[src/rtl/lsu_pkg.sv]
// ---------------------------------------------------------------------------
// lsu_pkg
// Shared definitions for the load/store memory master: access size
// encodings, FSM state encoding, byte-strobe base masks and a helper that
// classifies misaligned accesses.
// ---------------------------------------------------------------------------
package lsu_pkg;

  // Access size encodings carried on req_size_i.
  localparam logic [1:0] SIZE_BYTE = 2'b00;
  localparam logic [1:0] SIZE_HALF = 2'b01;
  localparam logic [1:0] SIZE_WORD = 2'b10;
  localparam logic [1:0] SIZE_ILL  = 2'b11;

  // FSM state encoding. ST_ACC1 is only reachable in the split build.
  localparam logic [1:0] ST_IDLE = 2'd0;
  localparam logic [1:0] ST_ACC0 = 2'd1;
  localparam logic [1:0] ST_ACC1 = 2'd2;
  localparam logic [1:0] ST_RESP = 2'd3;

  // Byte-strobe base masks before shifting by the byte offset.
  localparam logic [3:0] STRB_BYTE = 4'b0001;
  localparam logic [3:0] STRB_HALF = 4'b0011;
  localparam logic [3:0] STRB_WORD = 4'b1111;
  localparam logic [3:0] STRB_NONE = 4'b0000;

  // Base strobe for a given size; illegal size enables no bytes.
  function automatic logic [3:0] base_strobe(input logic [1:0] size);
    case (size)
      SIZE_BYTE: return STRB_BYTE;
      SIZE_HALF: return STRB_HALF;
      SIZE_WORD: return STRB_WORD;
      default:   return STRB_NONE;
    endcase
  endfunction

  // An access is misaligned when it crosses a word boundary.
  function automatic logic is_misaligned(input logic [1:0] size, input logic [1:0] off);
    case (size)
      SIZE_HALF: return (off == 2'd3);
      SIZE_WORD: return (off != 2'd0);
      default:   return 1'b0;
    endcase
  endfunction

endpackage

[src/rtl/lsu_align.sv]
// ---------------------------------------------------------------------------
// lsu_align
// Combinational alignment datapath for the memory master. Produces the word
// address, byte strobe and shifted store data for either the lower word
// (hi_word_i=0) or the following word (hi_word_i=1), and builds the
// right-justified, size-masked, sign/zero-extended load result from the two
// memory words.
// Ports:
//   size_i, sign_ext_i, addr_i, wdata_i : registered request fields
//   hi_word_i                           : select second-word view
//   rdata_lo_i, rdata_hi_i              : lower / upper memory words
//   word_addr_o, strobe_o, wdata_o      : memory-side access values
//   rdata_o                             : formatted load data
//   misaligned_o, illegal_o             : request classification
// ---------------------------------------------------------------------------
module lsu_align
  import lsu_pkg::*;
#(
  parameter int ADDR_WIDTH     = 10,
  parameter int DATA_WIDTH     = 32,
  parameter int TRANSFER_WIDTH = 4
) (
  input  logic [1:0]                size_i,
  input  logic                      sign_ext_i,
  input  logic [ADDR_WIDTH-1:0]     addr_i,
  input  logic [DATA_WIDTH-1:0]     wdata_i,
  input  logic                      hi_word_i,
  input  logic [DATA_WIDTH-1:0]     rdata_lo_i,
  input  logic [DATA_WIDTH-1:0]     rdata_hi_i,
  output logic [ADDR_WIDTH-1:0]     word_addr_o,
  output logic [TRANSFER_WIDTH-1:0] strobe_o,
  output logic [DATA_WIDTH-1:0]     wdata_o,
  output logic [DATA_WIDTH-1:0]     rdata_o,
  output logic                      misaligned_o,
  output logic                      illegal_o
);

  logic [1:0]                  off_s;
  logic [ADDR_WIDTH-1:0]       base_addr_s;
  logic [2*TRANSFER_WIDTH-1:0] strb_wide_s;
  logic [2*DATA_WIDTH-1:0]     wdata_wide_s;
  logic [2*DATA_WIDTH-1:0]     rdata_wide_s;
  logic [DATA_WIDTH-1:0]       rdata_shift_s;

  assign off_s        = addr_i[1:0];
  assign misaligned_o = is_misaligned(size_i, off_s);
  assign illegal_o    = (size_i == SIZE_ILL);

  // Double-width shifts: the lower half is the in-word part, the upper half
  // is what spills into the next word.
  always_comb begin
    base_addr_s   = {addr_i[ADDR_WIDTH-1:2], 2'b00};
    strb_wide_s   = {{TRANSFER_WIDTH{1'b0}}, TRANSFER_WIDTH'(base_strobe(size_i))} << off_s;
    wdata_wide_s  = {{DATA_WIDTH{1'b0}}, wdata_i} << {off_s, 3'b000};
    rdata_wide_s  = {rdata_hi_i, rdata_lo_i} >> {off_s, 3'b000};
    rdata_shift_s = rdata_wide_s[DATA_WIDTH-1:0];
  end

  // Select lower-word or next-word view; next word wraps modulo 2^ADDR_WIDTH.
  always_comb begin
    if (hi_word_i) begin
      word_addr_o = base_addr_s + {{(ADDR_WIDTH-3){1'b0}}, 3'd4};
      strobe_o    = strb_wide_s[2*TRANSFER_WIDTH-1:TRANSFER_WIDTH];
      wdata_o     = wdata_wide_s[2*DATA_WIDTH-1:DATA_WIDTH];
    end else begin
      word_addr_o = base_addr_s;
      strobe_o    = strb_wide_s[TRANSFER_WIDTH-1:0];
      wdata_o     = wdata_wide_s[DATA_WIDTH-1:0];
    end
  end

  // Mask the right-justified load data to size and extend.
  always_comb begin
    case (size_i)
      SIZE_BYTE: rdata_o = {{(DATA_WIDTH-8){sign_ext_i & rdata_shift_s[7]}}, rdata_shift_s[7:0]};
      SIZE_HALF: rdata_o = {{(DATA_WIDTH-16){sign_ext_i & rdata_shift_s[15]}}, rdata_shift_s[15:0]};
      SIZE_WORD: rdata_o = rdata_shift_s;
      default:   rdata_o = {DATA_WIDTH{1'b0}};
    endcase
  end

endmodule

[src/rtl/lsu_mem_master.sv]
// ---------------------------------------------------------------------------
// lsu_mem_master
// Load/store unit memory master. Accepts one CPU request at a time, performs
// one (or, for a misaligned access in the split build, two) word accesses to
// a combinational-read memory and returns a registered response.
// FSM: IDLE -> ACC0 -> [ACC1] -> RESP -> IDLE.
// Configuration macro: LSU_MISALIGNED_SPLIT_EN
//   defined   : misaligned accesses are split over two word accesses
//   undefined : misaligned accesses are rejected with rsp_err_o=1
// Ports:
//   clk, rst_n                       : clock, async active-low reset
//   req_valid_i / req_ready_o        : request handshake
//   req_we_i, req_size_i, req_signed_i, req_addr_i, req_wdata_i : request
//   rsp_valid_o / rsp_ready_i        : response handshake
//   rsp_rdata_o, rsp_err_o           : response payload
//   mem_we_o, mem_addr_o, mem_wdata_o, mem_transfer_o, mem_rdata_i : memory
// ---------------------------------------------------------------------------
module lsu_mem_master
  import lsu_pkg::*;
#(
  parameter int ADDR_WIDTH     = 10,
  parameter int DATA_WIDTH     = 32,
  parameter int TRANSFER_WIDTH = 4
) (
  input  logic                      clk,
  input  logic                      rst_n,
  input  logic                      req_valid_i,
  output logic                      req_ready_o,
  input  logic                      req_we_i,
  input  logic [1:0]                req_size_i,
  input  logic                      req_signed_i,
  input  logic [ADDR_WIDTH-1:0]     req_addr_i,
  input  logic [DATA_WIDTH-1:0]     req_wdata_i,
  output logic                      rsp_valid_o,
  input  logic                      rsp_ready_i,
  output logic [DATA_WIDTH-1:0]     rsp_rdata_o,
  output logic                      rsp_err_o,
  output logic                      mem_we_o,
  output logic [ADDR_WIDTH-1:0]     mem_addr_o,
  output logic [DATA_WIDTH-1:0]     mem_wdata_o,
  output logic [TRANSFER_WIDTH-1:0] mem_transfer_o,
  input  logic [DATA_WIDTH-1:0]     mem_rdata_i
);

  logic [1:0]                state_r;
  logic                      we_r;
  logic [1:0]                size_r;
  logic                      sign_r;
  logic [ADDR_WIDTH-1:0]     addr_r;
  logic [DATA_WIDTH-1:0]     wdata_r;
  logic                      rsp_valid_r;
  logic [DATA_WIDTH-1:0]     rsp_rdata_r;
  logic                      rsp_err_r;

  logic                      hi_word_s;
  logic                      reject_s;
  logic                      split_s;
  logic                      misaligned_s;
  logic                      illegal_s;
  logic [DATA_WIDTH-1:0]     rdata_lo_s;
  logic [ADDR_WIDTH-1:0]     word_addr_s;
  logic [TRANSFER_WIDTH-1:0] strobe_s;
  logic [DATA_WIDTH-1:0]     wdata_al_s;
  logic [DATA_WIDTH-1:0]     load_data_s;

`ifdef LSU_MISALIGNED_SPLIT_EN
  logic [DATA_WIDTH-1:0]     rdata_lo_r;

  // In ACC1 the lower word was captured in ACC0; the live read is the upper.
  assign hi_word_s  = (state_r == ST_ACC1);
  assign rdata_lo_s = hi_word_s ? rdata_lo_r : mem_rdata_i;
  assign reject_s   = illegal_s;
  assign split_s    = misaligned_s;
`else
  assign hi_word_s  = 1'b0;
  assign rdata_lo_s = mem_rdata_i;
  assign reject_s   = illegal_s | misaligned_s;
  assign split_s    = 1'b0;
`endif

  lsu_align #(
    .ADDR_WIDTH     (ADDR_WIDTH),
    .DATA_WIDTH     (DATA_WIDTH),
    .TRANSFER_WIDTH (TRANSFER_WIDTH)
  ) u_align (
    .size_i       (size_r),
    .sign_ext_i   (sign_r),
    .addr_i       (addr_r),
    .wdata_i      (wdata_r),
    .hi_word_i    (hi_word_s),
    .rdata_lo_i   (rdata_lo_s),
    .rdata_hi_i   (mem_rdata_i),
    .word_addr_o  (word_addr_s),
    .strobe_o     (strobe_s),
    .wdata_o      (wdata_al_s),
    .rdata_o      (load_data_s),
    .misaligned_o (misaligned_s),
    .illegal_o    (illegal_s)
  );

  assign req_ready_o = (state_r == ST_IDLE);
  assign rsp_valid_o = rsp_valid_r;
  assign rsp_rdata_o = rsp_rdata_r;
  assign rsp_err_o   = rsp_err_r;

  // Memory port is quiet except during an accepted access cycle.
  always_comb begin
    mem_we_o       = 1'b0;
    mem_addr_o     = {ADDR_WIDTH{1'b0}};
    mem_wdata_o    = {DATA_WIDTH{1'b0}};
    mem_transfer_o = {TRANSFER_WIDTH{1'b0}};
    if (((state_r == ST_ACC0) || (state_r == ST_ACC1)) && !reject_s) begin
      mem_addr_o     = word_addr_s;
      mem_we_o       = we_r;
      mem_wdata_o    = we_r ? wdata_al_s : {DATA_WIDTH{1'b0}};
      mem_transfer_o = we_r ? strobe_s : {TRANSFER_WIDTH{1'b0}};
    end else begin
      mem_we_o       = 1'b0;
      mem_transfer_o = {TRANSFER_WIDTH{1'b0}};
    end
  end

`ifdef LSU_MISALIGNED_SPLIT_EN
  // Capture the lower word of a split load at the end of ACC0.
  always_ff @(posedge clk or negedge rst_n) begin
    if (!rst_n) begin
      rdata_lo_r <= {DATA_WIDTH{1'b0}};
    end else if ((state_r == ST_ACC0) && split_s && !we_r) begin
      rdata_lo_r <= mem_rdata_i;
    end
  end
`endif

  // Request FSM, registered request fields and registered response.
  always_ff @(posedge clk or negedge rst_n) begin
    if (!rst_n) begin
      state_r     <= ST_IDLE;
      we_r        <= 1'b0;
      size_r      <= SIZE_BYTE;
      sign_r      <= 1'b0;
      addr_r      <= {ADDR_WIDTH{1'b0}};
      wdata_r     <= {DATA_WIDTH{1'b0}};
      rsp_valid_r <= 1'b0;
      rsp_rdata_r <= {DATA_WIDTH{1'b0}};
      rsp_err_r   <= 1'b0;
    end else begin
      case (state_r)
        ST_IDLE: begin
          if (req_valid_i) begin
            we_r    <= req_we_i;
            size_r  <= req_size_i;
            sign_r  <= req_signed_i;
            addr_r  <= req_addr_i;
            wdata_r <= req_wdata_i;
            state_r <= ST_ACC0;
          end
        end
        ST_ACC0: begin
          if (reject_s) begin
            rsp_valid_r <= 1'b1;
            rsp_err_r   <= 1'b1;
            rsp_rdata_r <= {DATA_WIDTH{1'b0}};
            state_r     <= ST_RESP;
          end else if (split_s) begin
            state_r <= ST_ACC1;
          end else begin
            rsp_valid_r <= 1'b1;
            rsp_err_r   <= 1'b0;
            rsp_rdata_r <= we_r ? {DATA_WIDTH{1'b0}} : load_data_s;
            state_r     <= ST_RESP;
          end
        end
`ifdef LSU_MISALIGNED_SPLIT_EN
        ST_ACC1: begin
          rsp_valid_r <= 1'b1;
          rsp_err_r   <= 1'b0;
          rsp_rdata_r <= we_r ? {DATA_WIDTH{1'b0}} : load_data_s;
          state_r     <= ST_RESP;
        end
`endif
        ST_RESP: begin
          if (rsp_ready_i) begin
            rsp_valid_r <= 1'b0;
            rsp_err_r   <= 1'b0;
            rsp_rdata_r <= {DATA_WIDTH{1'b0}};
            state_r     <= ST_IDLE;
          end
        end
        default: begin
          state_r <= ST_IDLE;
        end
      endcase
    end
  end

endmodule

[config.mk]
export PLATFORM = sky130hd
export DESIGN_NAME = lsu_mem_master
export DESIGN_NICKNAME = d
export VERILOG_FILES = /design/src/rtl/lsu_pkg.sv /design/src/rtl/lsu_align.sv /design/src/rtl/lsu_mem_master.sv
export SDC_FILE = /design/constraint.sdc
export NUM_CORES = 1
export LEC_CHECK = 0
export ABC_AREA = 1
export BUFFER_PORTS_ARGS = -buffer_cell sky130_fd_sc_hd__buf_2
export CAP_MARGIN = 20
export CORE_ASPECT_RATIO = 1.1
export CORE_UTILIZATION = 53
export CTS_BUF_LIST = sky130_fd_sc_hd__clkbuf_8
export DETAILED_ROUTE_END_ITERATION = 7
export GPL_TIMING_DRIVEN = 0
export MAX_ROUTING_LAYER = met4
export PLACE_DENSITY = 0.83
export SLEW_MARGIN = 20
export SYNTH_ARGS = -nofsm -noshare
export SYNTH_HDL_FRONTEND = slang
export SYNTH_SLANG_ARGS = --single-unit
[constraint.sdc]
create_clock -name clk -period 2.2 [get_ports clk]
set_input_delay 0.33 -clock clk [delete_from_list [all_inputs] [get_ports clk]]
set_output_delay 0.33 -clock clk [all_outputs]
set_load 0.02 [all_outputs]
# [Yosys cells after proc, flatten, opt, wreduce, memory -nomap -nowiden]
# Cells that the tools add are included.
[word_totals] ramBits=0 in_bits=82 word_cells=54 regBits=82 latch_bits=0 output_inout_bits=82 romBits=0 n_memories=0
[op_classes] mul=0 n_addsub=0 reduce_logical=10 shift=3 muxes=20 eq_ne=9 n_div=0 magnitude_cmp=0 n_bitwise=3
[ops] op="2-to-1 mux 32 bit" n=5
[ops] op="one-hot mux 32 bit (3 select lines)" n=1
[ops] op="one-hot mux 32 bit (2 select lines)" n=1
[ops] op="right shift 64 x 5 -> 32 bit" n=1
[ops] op="left shift 32 x 5 -> 32 bit" n=1
[ops] op="one-hot mux 4 bit (3 select lines)" n=1
[ops] op="== test 2 bit, second input constant" n=5
[ops] op="2-to-1 mux 10 bit" n=1
[ops] op="2-to-1 mux 4 bit" n=2
[ops] op="one-hot mux 1 bit (2 select lines)" n=3
[ops] op="one-hot mux 2 bit (3 select lines)" n=1
[ops] op="AND reduction 2 bit" n=3
[ops] op="== test 2 x 1 -> 1 bit, second input constant" n=2
[ops] op="zero test 2 bit" n=2
[ops] op="2-to-1 mux 2 bit" n=2
[ops] op="inequality test 2 bit, second input constant" n=2
[ops] op="nonzero test 2 bit" n=2
[ops] op="left shift 4 x 2 -> 4 bit" n=1
[ops] op="2-to-1 mux 1 bit" n=3
[ops] op="bitwise AND 1 bit" n=2
[ops] op="logical AND 1 bit" n=1
[ops] op="zero test 1 bit" n=1
[ops] op="logical OR 1 bit" n=1
[ops] op="bitwise OR 1 bit" n=1

# [Depth between registers and ports, before layout]
# Gate-level depths: netlist (run 1).
[logic_depth] depth_word=6 depth_mapped=11 mapped_depth_nobuf=9

# [Modules after synthesis]
# A second synthesis (run 1) with hierarchy kept.
[hier_totals] hier_cells=1076 area_unflattened_um2=6671.4
[by_module_without_submodules] mod="lsu_mem_master" instances=1 seq_area_each_um2=2052.0 area_each_um2=4051.4 cells_per_inst=543
[by_module_without_submodules] mod="lsu_align" instances=1 seq_area_each_um2=0.0 area_each_um2=2620.0 cells_per_inst=533

# [Worst setup path after synthesis (run 1)]
# No wires, ideal clock.
[synth_timing] kind="register to output" start="register size_r[0]" end="output mem_transfer_o[0]" slack_ns=0.159 n_path_buf=2 t_arrival_ns=1.711 stages_incl_launch_ff=11 t_required_ns=1.870 cell_sequence="dfrtp_1 -> inv_1 -> ha_1 -> buf_6 -> or2_0 -> nand3_2 -> nand2_2 -> inv_2 -> nand3_2 -> buf_6 -> nor2_1"
[synth_via] elab_chain_len=6 word_cells_on_any_way=12 cone_classes="eq/ne: 3; shift: 1; mux: 4; bitwise: 1; reduce/logical: 3"
[synth_lines] item="from (decl)" line="lsu_mem_master.sv:47" text="logic [1:0] size_r;"
[synth_lines] item="from (signal assigned)" line="lsu_mem_master.sv:151" text="size_r <= req_size_i;"
[synth_lines] item="parallel branches: the longest is 5 deep, another holds one-hot mux 4 bit (3 select lines)"
[synth_lines] item="2-to-1 mux 4 bit *" line="lsu_mem_master.sv:112" text="if (((state_r == ST_ACC0) || (state_r == ST_ACC1)) && !reject_s) begin"
[synth_lines] item="to (decl)" line="lsu_mem_master.sv:41" text="output logic [TRANSFER_WIDTH-1:0] mem_transfer_o,"
# Every way passes the cells marked *.

# [Worst setup path after layout (run 1)]
[layout_timing] start="register size_r[1]" end="output mem_wdata_o[18]"
[layout_via] elab_chain_len=6 word_cells_on_any_way=8 cone_classes="eq/ne: 3; mux: 2; bitwise: 1; reduce/logical: 2"
[layout_lines] item="== test 2 bit or == test 2 x 1 -> 1 bit (tied branches)" line="lsu_pkg.sv:39" text="case (size)"
[layout_lines] item="one-hot mux 1 bit (2 select lines)" line="lsu_pkg.sv:39"
[layout_lines] item="bitwise OR 1 bit *" line="lsu_mem_master.sv:77" text="assign reject_s = illegal_s | misaligned_s;"
[layout_lines] item="zero test 1 bit *" line="lsu_mem_master.sv:112"
[layout_lines] item="logical AND 1 bit *" line="lsu_mem_master.sv:112"
[layout_lines] item="2-to-1 mux 32 bit *" line="lsu_mem_master.sv:112"
[layout_lines] item="to (decl)" line="lsu_mem_master.sv:40" text="output logic [DATA_WIDTH-1:0] mem_wdata_o,"
# Every way passes the cells marked *; elsewhere a longest branch is shown, timed or not.

==> summary.md, run 1 <==
| Metric | Value |
|---|---|
| Status | finished with violations |
| Failing checks | negative setup slack |
| Drt pass-1 iters | 8 |
| Syn_area_per_cell | around 7.3 µm² |
| Initial Util | 0.547 |
| Worst R2R End | rsp_rdata_o[14]$_DFFE_PN0P_ |
| Post-synthesis sequential area ratio | 0.401 |
| Final Util | 0.734 |
| Share of cells above drive strength 1 | 0.337 |
| Vias in the first global route | 5828 |
| Post-DP Area | between 6000 and 7000 µm² |
| Crit path launch type | register |
| Fillers | 741 |
| Synth top area share | 0.401 |
| Vias | 5957 |
| Least-Margin Pin Slew | approximately 0.59 ns |
| Hold_sp | req_wdata_i[8] |
| Area Overhead vs Synth | 34.0% |
| Crit Path Category | reg -> out |
| Avg WL per Cell | 18.3 µm |
| End of the critical path | mem_wdata_o[18] |
| Post-Place Worst Slack | -0.0577 ns |
| Worst vdd ir | 0.921 mV |
| CTS H-tree lvls | 3 |
| CTS max path bufs | 2 |
| TritonCTS buffer count | 9 |
| Grt total ovfl | 0 |
| Die Y | ~110 µm |
| R2R Setup Slk | 0.12 ns |
| PwrDens | approximately 1600 nW/µm² |
| Later-pin clock latency in the skew report | ~0.37 ns |
| Post-synthesis compound-gate area fraction | 0.0892 |
| PortBufs | 161 |
| Largest net degree at the start of global routing | 44 |
| Crit path launch | size_r[1]$_DFFE_PN0P_ |
| Hold Crit Class | in -> reg |
| CP arrival | 2.19 ns |
| 1st-iter DRT viols | ~460 |
| Final GP Congestion | just under 1 |
| Initial antenna violation count | 0 |
| Max-Cap Viols | 0 |
| Slowest cell delay on critical path | 0.44 ns |
| Count of distinct cell types in the synthesized netlist | 29 |
| Slowest cell on crit path | dfrtp_2 |
| F_max | between 300 and 400 MHz |
| Simple-gate area share of the yosys netlist | 0.356 |
| Cell taking the most area after synthesis | dfrtp_1 |
| Worst Skew | approximately 0.008 ns |
| Post-route cell area | around 6900 µm² |
| Most frequent cells in the layout | nand2_1 (197), buf_2 (139), nand3_1 (124) |
| Post-Synth Adder-Cell Area | 0.0196 |
| Routed wire length | 18.5 mm |
| Fin. Hold Viols | 0 |
| CORE AREA | about 9400 µm² |
| Worst endpoint required time | roughly 1.9 ns |
| Seq cells post-synth | 82 |
| Most common cell after layout, fill and taps aside | nand2_1 |
| Min setup slack post-route | -0.321 ns |
| Setup TNS Final | -11.66 ns |
| WHS | between 0.15 and 0.2 ns |
| Worst Path Max Fanout | 5 |
| Fin cells | 1012 |
| Ant. Diodes | 0 |
| Die width | between 90 and 100 µm |
| Max-slew violation count | 0 |
| Total Routing Usage GR | 0.387 |
| Origin of the critical flop-to-flop path | size_r[1]$_DFFE_PN0P_ |
| Residual DRC count | 0 |
| Min cycle time layout | around 2.5 ns |
| Final setup viols | 45 |
| Slew Limit Headroom | 0.604 |
| Final Cycle Share | 1.15 |
| Worst-path clk slew | ~0.09 ns |
| Clock net sink count | 82 |
| Wire length of the first global-routing pass | between 20 and 30 mm |
| Ranking of synthesized cells by area | dfrtp_1 (40%), nand2_1 (14%), nand3_1 (12%), nor2_1 (5.1%), mux2_2 (4.2%) |
| Most common cell on crit path | inv_4 |
| CP cell instances | inv_4 > ha_4 > inv_2 > nor2_1 > nand3_2 > nand2_2 > inv_4 > nand3_4 > clkbuf_16 > nor2_4 > buf_6 |
| Synth warn | 0 |
| Die area | between 10000 and 15000 µm² |
| CP endpoint kind | primary output |
| Total power | 10.9 mW |
| Post-synthesis mux area share | 0.0418 |
| Leakage | approximately 3.6 nW |
| NumNets Final | 980 |
| RSZ-0062 raised after global routing | yes |
| Routed vias/inst | between 5 and 6 |
| CTS tree | done |
| # IOs | 164 |
| DP Wirelength | around 13 mm |
| Root Driver | clkbuf_8 |
| Number of nets with antenna violations after detailed routing | 0 |
| Synthesized instance count | ~710 |
| Mapped cell area | 5120 µm² |
| # rows | 37 |
| Post-Synth XOR/XNOR Area | 0 |
| Path depth of the worst reg2reg path | 12 |
| Placed insts | 985 |
| Largest family of logic cells by synthesized area | simple AND/OR/NAND/NOR gates |
critical path, delay by kind of cell, from the launching register on:
kind	cells	cell delay [ns]
buffers and inverters	5	0.51
DFF	1	0.44
and+or+nand+nor	5	0.60
adders and majority gates	1	0.28
logic make-up after synthesis:
kind of cell | after synthesis
and+or+nand+nor | 417
buffers and inverters | 92
AOI/OAI and AO/OA | 86
DFF | 82
muxes | 19
adders and majority gates | 8
other | 1
power by group:
part | leakage, nW | switching, mW | internal [mW]
Combinational | 2.52 | 4.61 | 2.60
Sequential | 1.00 | 0.364 | 2.13
Clock | 0.104 | 0.604 | 0.558
repair_timing:
item,CTS,global route
setup buffers,7,2
gates resized for setup,108,27
hold buffers,1,0
gates cloned,2,1
hold endpoints to repair,39,0
pin swaps,2,8
setup endpoints to repair,45,45
synth_stat cells, drive strengths merged:
cell,count
buf,42
ha,8
inv,38
mux2,19
clkbuf,11
nor2,81
o211ai,8
a21oi,36
conb,1
nand2,199
a22oi,1
nand4,4
or2,3
o21ai,41
clkinv,1
dfrtp,82
nand3,130
cell type report:
cell class / count / area (µm²) / area share
plain buffers: 51 / 339 / 0.0494
clock buffers: 10 / 138 / 0.0201
clock inverters: 6 / 63.8 / 0.00930
inverters: 39 / 158 / 0.0230
multi-input cells: 532 / 2800 / 0.407
flip-flops and latches: 82 / 2050 / 0.299
well taps: 117 / 146 / 0.0213
repair buffers: 175 / 1170 / 0.170
sequential cells by signal (all words and copies together), names as in the netlist:
| register | flops |
|---|---|
| state_r | 2 |
| we_r | 1 |
| rsp_valid_o | 1 |
| rsp_rdata_o | 32 |
| sign_r | 1 |
| addr_r | 10 |
| size_r | 2 |
| wdata_r | 32 |
| rsp_err_o | 1 |
worst min path at each step:
stage                                             to  slack, ns  depth (start not counted)
after global routing         wdata_r[30]$_DFFE_PN0P_       0.18                          2
after floorplan                addr_r[0]$_DFFE_PN0P_       0.03                          0
after detailed placement  rsp_rdata_o[8]$_DFFE_PN0P_       0.34                          1
after global placement       rsp_valid_o$_DFFE_PN0P_       0.45                          2
after CTS                    wdata_r[28]$_DFFE_PN0P_       0.18                          2
final                         wdata_r[8]$_DFFE_PN0P_       0.18                          2
layer usage:
metal | part of all wire | track usage | wire length, µm | up-vias
met1 | 0.38 | 0.458 | 7090 | 2780
met4 | 0.053 | 0.230 | 991 | 0
met2 | 0.47 | 0.610 | 8790 | 426
met3 | 0.090 | 0.0655 | 1680 | 86
li1 | - | - | - | 2665
met5 | 0 | - | 0 | -
Power figures use the tool's default switching activity.
==> run 2: changes to the inputs <==
--- a/config.mk
+++ b/config.mk
@@ -15,6 +15,7 @@
 export GPL_TIMING_DRIVEN = 0
 export MAX_ROUTING_LAYER = met4
 export PLACE_DENSITY = 0.83
+export REMOVE_ABC_BUFFERS = 1
 export SLEW_MARGIN = 20
 export SYNTH_ARGS = -nofsm -noshare
 export SYNTH_HDL_FRONTEND = slang
==> run 2 against run 1 <==
Net effect: flip-flop and latch count unchanged; utilization up 2.5 points; the run still ends with negative setup slack left; wire length is 8.5% lower; clock-buffer cell count fell by 1; final cell count down 2.6%.
==> summary.md, run 2 (synthesis gave the netlist of run 1 again) <==
| Metric | Value |
|---|---|
| F_max | 400 MHz (was 397 MHz) |
| Avg WL per Cell | 17.2 µm (was 18.3 µm) |
| CORE AREA | 9350 µm² (unchanged) |
| Initial Util | 0.547 (unchanged) |
| Share of cells above drive strength 1 | 0.343 (was 0.337) |
| Min cycle time layout | 2.50 ns (was 2.52 ns) |
| Die Y | 105 µm (unchanged) |
| Worst Skew | 0.0108 ns (was 0.00788 ns) |
| Leakage | 3.61 nW (was 3.63 nW) |
| Post-route cell area | 7100 µm² (was 6860 µm²) |
| Number of nets with antenna violations after detailed routing | 0 (unchanged) |
| CTS tree | done (unchanged) |
| Switching Share | 0.498 (was 0.513) |
| RSZ-0062 raised after global routing | yes (unchanged) |
| Hold Crit Class | in -> reg (unchanged) |
| Total Routing Usage GR | 0.351 (was 0.387) |
| Crit path launch | size_r[0]$_DFFE_PN0P_ (was size_r[1]$_DFFE_PN0P_) |
| Origin of the critical flop-to-flop path | size_r[1]$_DFFE_PN0P_ (unchanged) |
| Slowest cell on crit path | dfrtp_2 (unchanged) |
| Min setup slack post-route | -0.301 ns (was -0.321 ns) |
| Slew Limit Headroom | 0.430 (was 0.604) |
| TritonCTS buffer count | 9 (unchanged) |
| Die width | 95.7 µm (unchanged) |
| CP delay by family, top | simple AND/OR/NAND/NOR gates (unchanged) |
| Crit path launch type | register (unchanged) |
| Crit Path Category | reg -> out (unchanged) |
| Worst Path Max Fanout | 9 (was 5) |
| Drt pass-1 iters | 5 (was 8) |
| Worst path bufs/invs | 4 (was 5) |
| CP arrival | 2.17 ns (was 2.19 ns) |
| Worst-path clk slew | 0.09 ns (about the same) |
| Post-Place Worst Slack | -1.01 ns (was -0.0577 ns) |
| Initial antenna violation count | 0 (unchanged) |
| Later-pin clock latency in the skew report | 0.38 ns (was 0.37 ns) |
| Routed wire length | 17.0 mm (was 18.5 mm) |
| PwrDens | 1640 nW/µm² (was 1580 nW/µm²) |
| Final setup viols | 45 (unchanged) |
| Final GP Congestion | 0.914 (was 0.987) |
| Area Overhead vs Synth | 38.7% (was 34.0%) |
| Internal power | 5.85 mW (was 5.29 mW) |
| Post-DP Area | 5880 µm² (was 6100 µm²) |
| # rows | 37 (unchanged) |
| Wire length of the first global-routing pass | 26.7 mm (was 28.7 mm) |
| NumNets Final | 954 (was 980) |
| Final Util | 0.759 (was 0.734) |
| Grt total ovfl | 0 (unchanged) |
| Failing checks | negative setup slack (unchanged) |
| Slowest cell delay on critical path | 0.44 ns (about the same) |
| Vias | 5684 (was 5957) |
| CTS max path bufs | 2 (unchanged) |
| Max-slew violation count | 0 (unchanged) |
| Ant. Diodes | 0 (unchanged) |
| Worst endpoint required time | 1.87 ns (about the same) |
| Worst vdd ir | 1.13 mV (was 0.921 mV) |
| Hold_sp | req_wdata_i[27] (was req_wdata_i[8]) |
| Root Driver | clkbuf_8 (unchanged) |
| Power share of the combinational group | 0.640 (was 0.663) |
| Max-Cap Viols | 0 (unchanged) |
| # IOs | 164 (unchanged) |
| Fin. Hold Viols | 0 (unchanged) |
| Final Cycle Share | 1.14 (was 1.15) |
| 1st-iter DRT viols | 357 (was 456) |
| Least-Margin Pin Slew | 0.852 ns (was 0.594 ns) |
| Vias in the first global route | 5663 (was 5828) |
| PortBufs | 161 (unchanged) |
| Most frequent cells in the layout | nand2_1 (196), nand3_1 (124), buf_2 (122) (was nand2_1 (197), buf_2 (139), nand3_1 (124)) |
| Clock net sink count | 82 (unchanged) |
| Status | finished with violations (unchanged) |
| CTS H-tree lvls | 3 (unchanged) |
| Most common cell after layout, fill and taps aside | nand2_1 (unchanged) |
| Net switching power | 5.81 mW (was 5.57 mW) |
| Total power | 11.7 mW (was 10.9 mW) |
| CP endpoint kind | primary output (unchanged) |
| CP cell instances | inv_4 > ha_4 > or2_1 > nand3_2 > nand2_4 > clkinv_8 > buf_4 > nand2_8 > nor2_1 > buf_2 (was inv_4 > ha_4 > inv_2 > nor2_1 > nand3_2 > nand2_2 > inv_4 > nand3_4 > clkbuf_16 > nor2_4 > buf_6) |
| Clk pwr share | 0.136 (was 0.107) |
| Die area | 10100 µm² (unchanged) |
| Register share of total power | 0.224 (was 0.230) |
| Residual DRC count | 0 (unchanged) |
| DP Wirelength | 9.32 mm (was 12.9 mm) |
| Routed vias/inst | 5.76 (was 5.89) |
| Largest net degree at the start of global routing | 76 (was 44) |
[run 2: what timing repair did]
item,4_1_cts,5_1_grt
endpoints found under the hold margin,33,0
hold buffers,1,0
endpoints found under the setup margin,77,69
gates cloned,7,1
resized for setup,138,27
buffers inserted,19,7
pin swaps,17,14
[run 2: area by class of cell]
| type | count | area [µm²] |
|---|---|---|
| Sequential cell | 82 | 2060 |
| Fill cell | 636 | 2250 |
| Clock inverter | 7 | 165 |
| Multi-Input combinational cell | 538 | 3010 |
| Timing Repair Buffer | 193 | 1390 |
| Clock buffer | 9 | 124 |
| Tap cell | 117 | 146 |
| Timing Repair inverter | 1 | 8.76 |
| Inverter | 39 | 196 |
[run 2: final timing paths]
| kind | endpoint | slack (ns) | depth (start not counted) |
|---|---|---|---|
| hold / removal | wdata_r[27]$_DFFE_PN0P_ | 0.18 | 2 |
| max in group asynchronous | addr_r[1]$_DFFE_PN0P_ | 1.12 | 3 |
| hold reg to reg | rsp_rdata_o[12]$_DFFE_PN0P_ | 0.48 | 2 |
| min in group asynchronous | rsp_rdata_o[26]$_DFFE_PN0P_ | 0.46 | 2 |
| setup / recovery | mem_wdata_o[9] | -0.30 | 10 |
| setup reg to reg | rsp_rdata_o[13]$_DFFE_PN0P_ | 0.08 | 14 |
[run 2: power groups by stage]
stage,clock (mW),sequential (mW),combinational [mW]
final,1.59,2.61,7.46
after global routing,1.64,2.69,8.01
after CTS,1.58,2.58,6.82
after detailed placement,0,2.66,5.17
after global placement,0,2.73,4.75
after floorplan,0,2.85,3.33
[run 2: metal layers]
layer	vias to the layer above	global-route usage	share of wire
met2	349	0.579	0.52
met5	-	-	0
li1	2627	-	-
met4	0	0.157	0.024
met3	44	0.0509	0.089
met1	2664	0.419	0.37
[run 2: worst reg2reg max path, cell delays in order (launching register included)]
cell and delay [ns]:
dfrtp_2 0.46, inv_4 0.07, ha_4 0.27, inv_2 0.04, nor2_2 0.08, nand3_2 0.12, buf_4 0.16, buf_4 0.12
buf_4 0.12, buf_4 0.12, buf_4 0.13, nand3_4 0.09, inv_8 0.09, nand2_1 0.07, nand2_1 0.06
[run 2: through the flow]
stage	TNS, ns	cells	hold slack [ns]
finish	-10.82	986	0.185
global route	-13.07	986	0.186
CTS	-6.79	978	0.180
detailed placement	-44.93	935	0.316
global placement	-139.12	931	0.454
floorplan	-52.07	653	0.0344
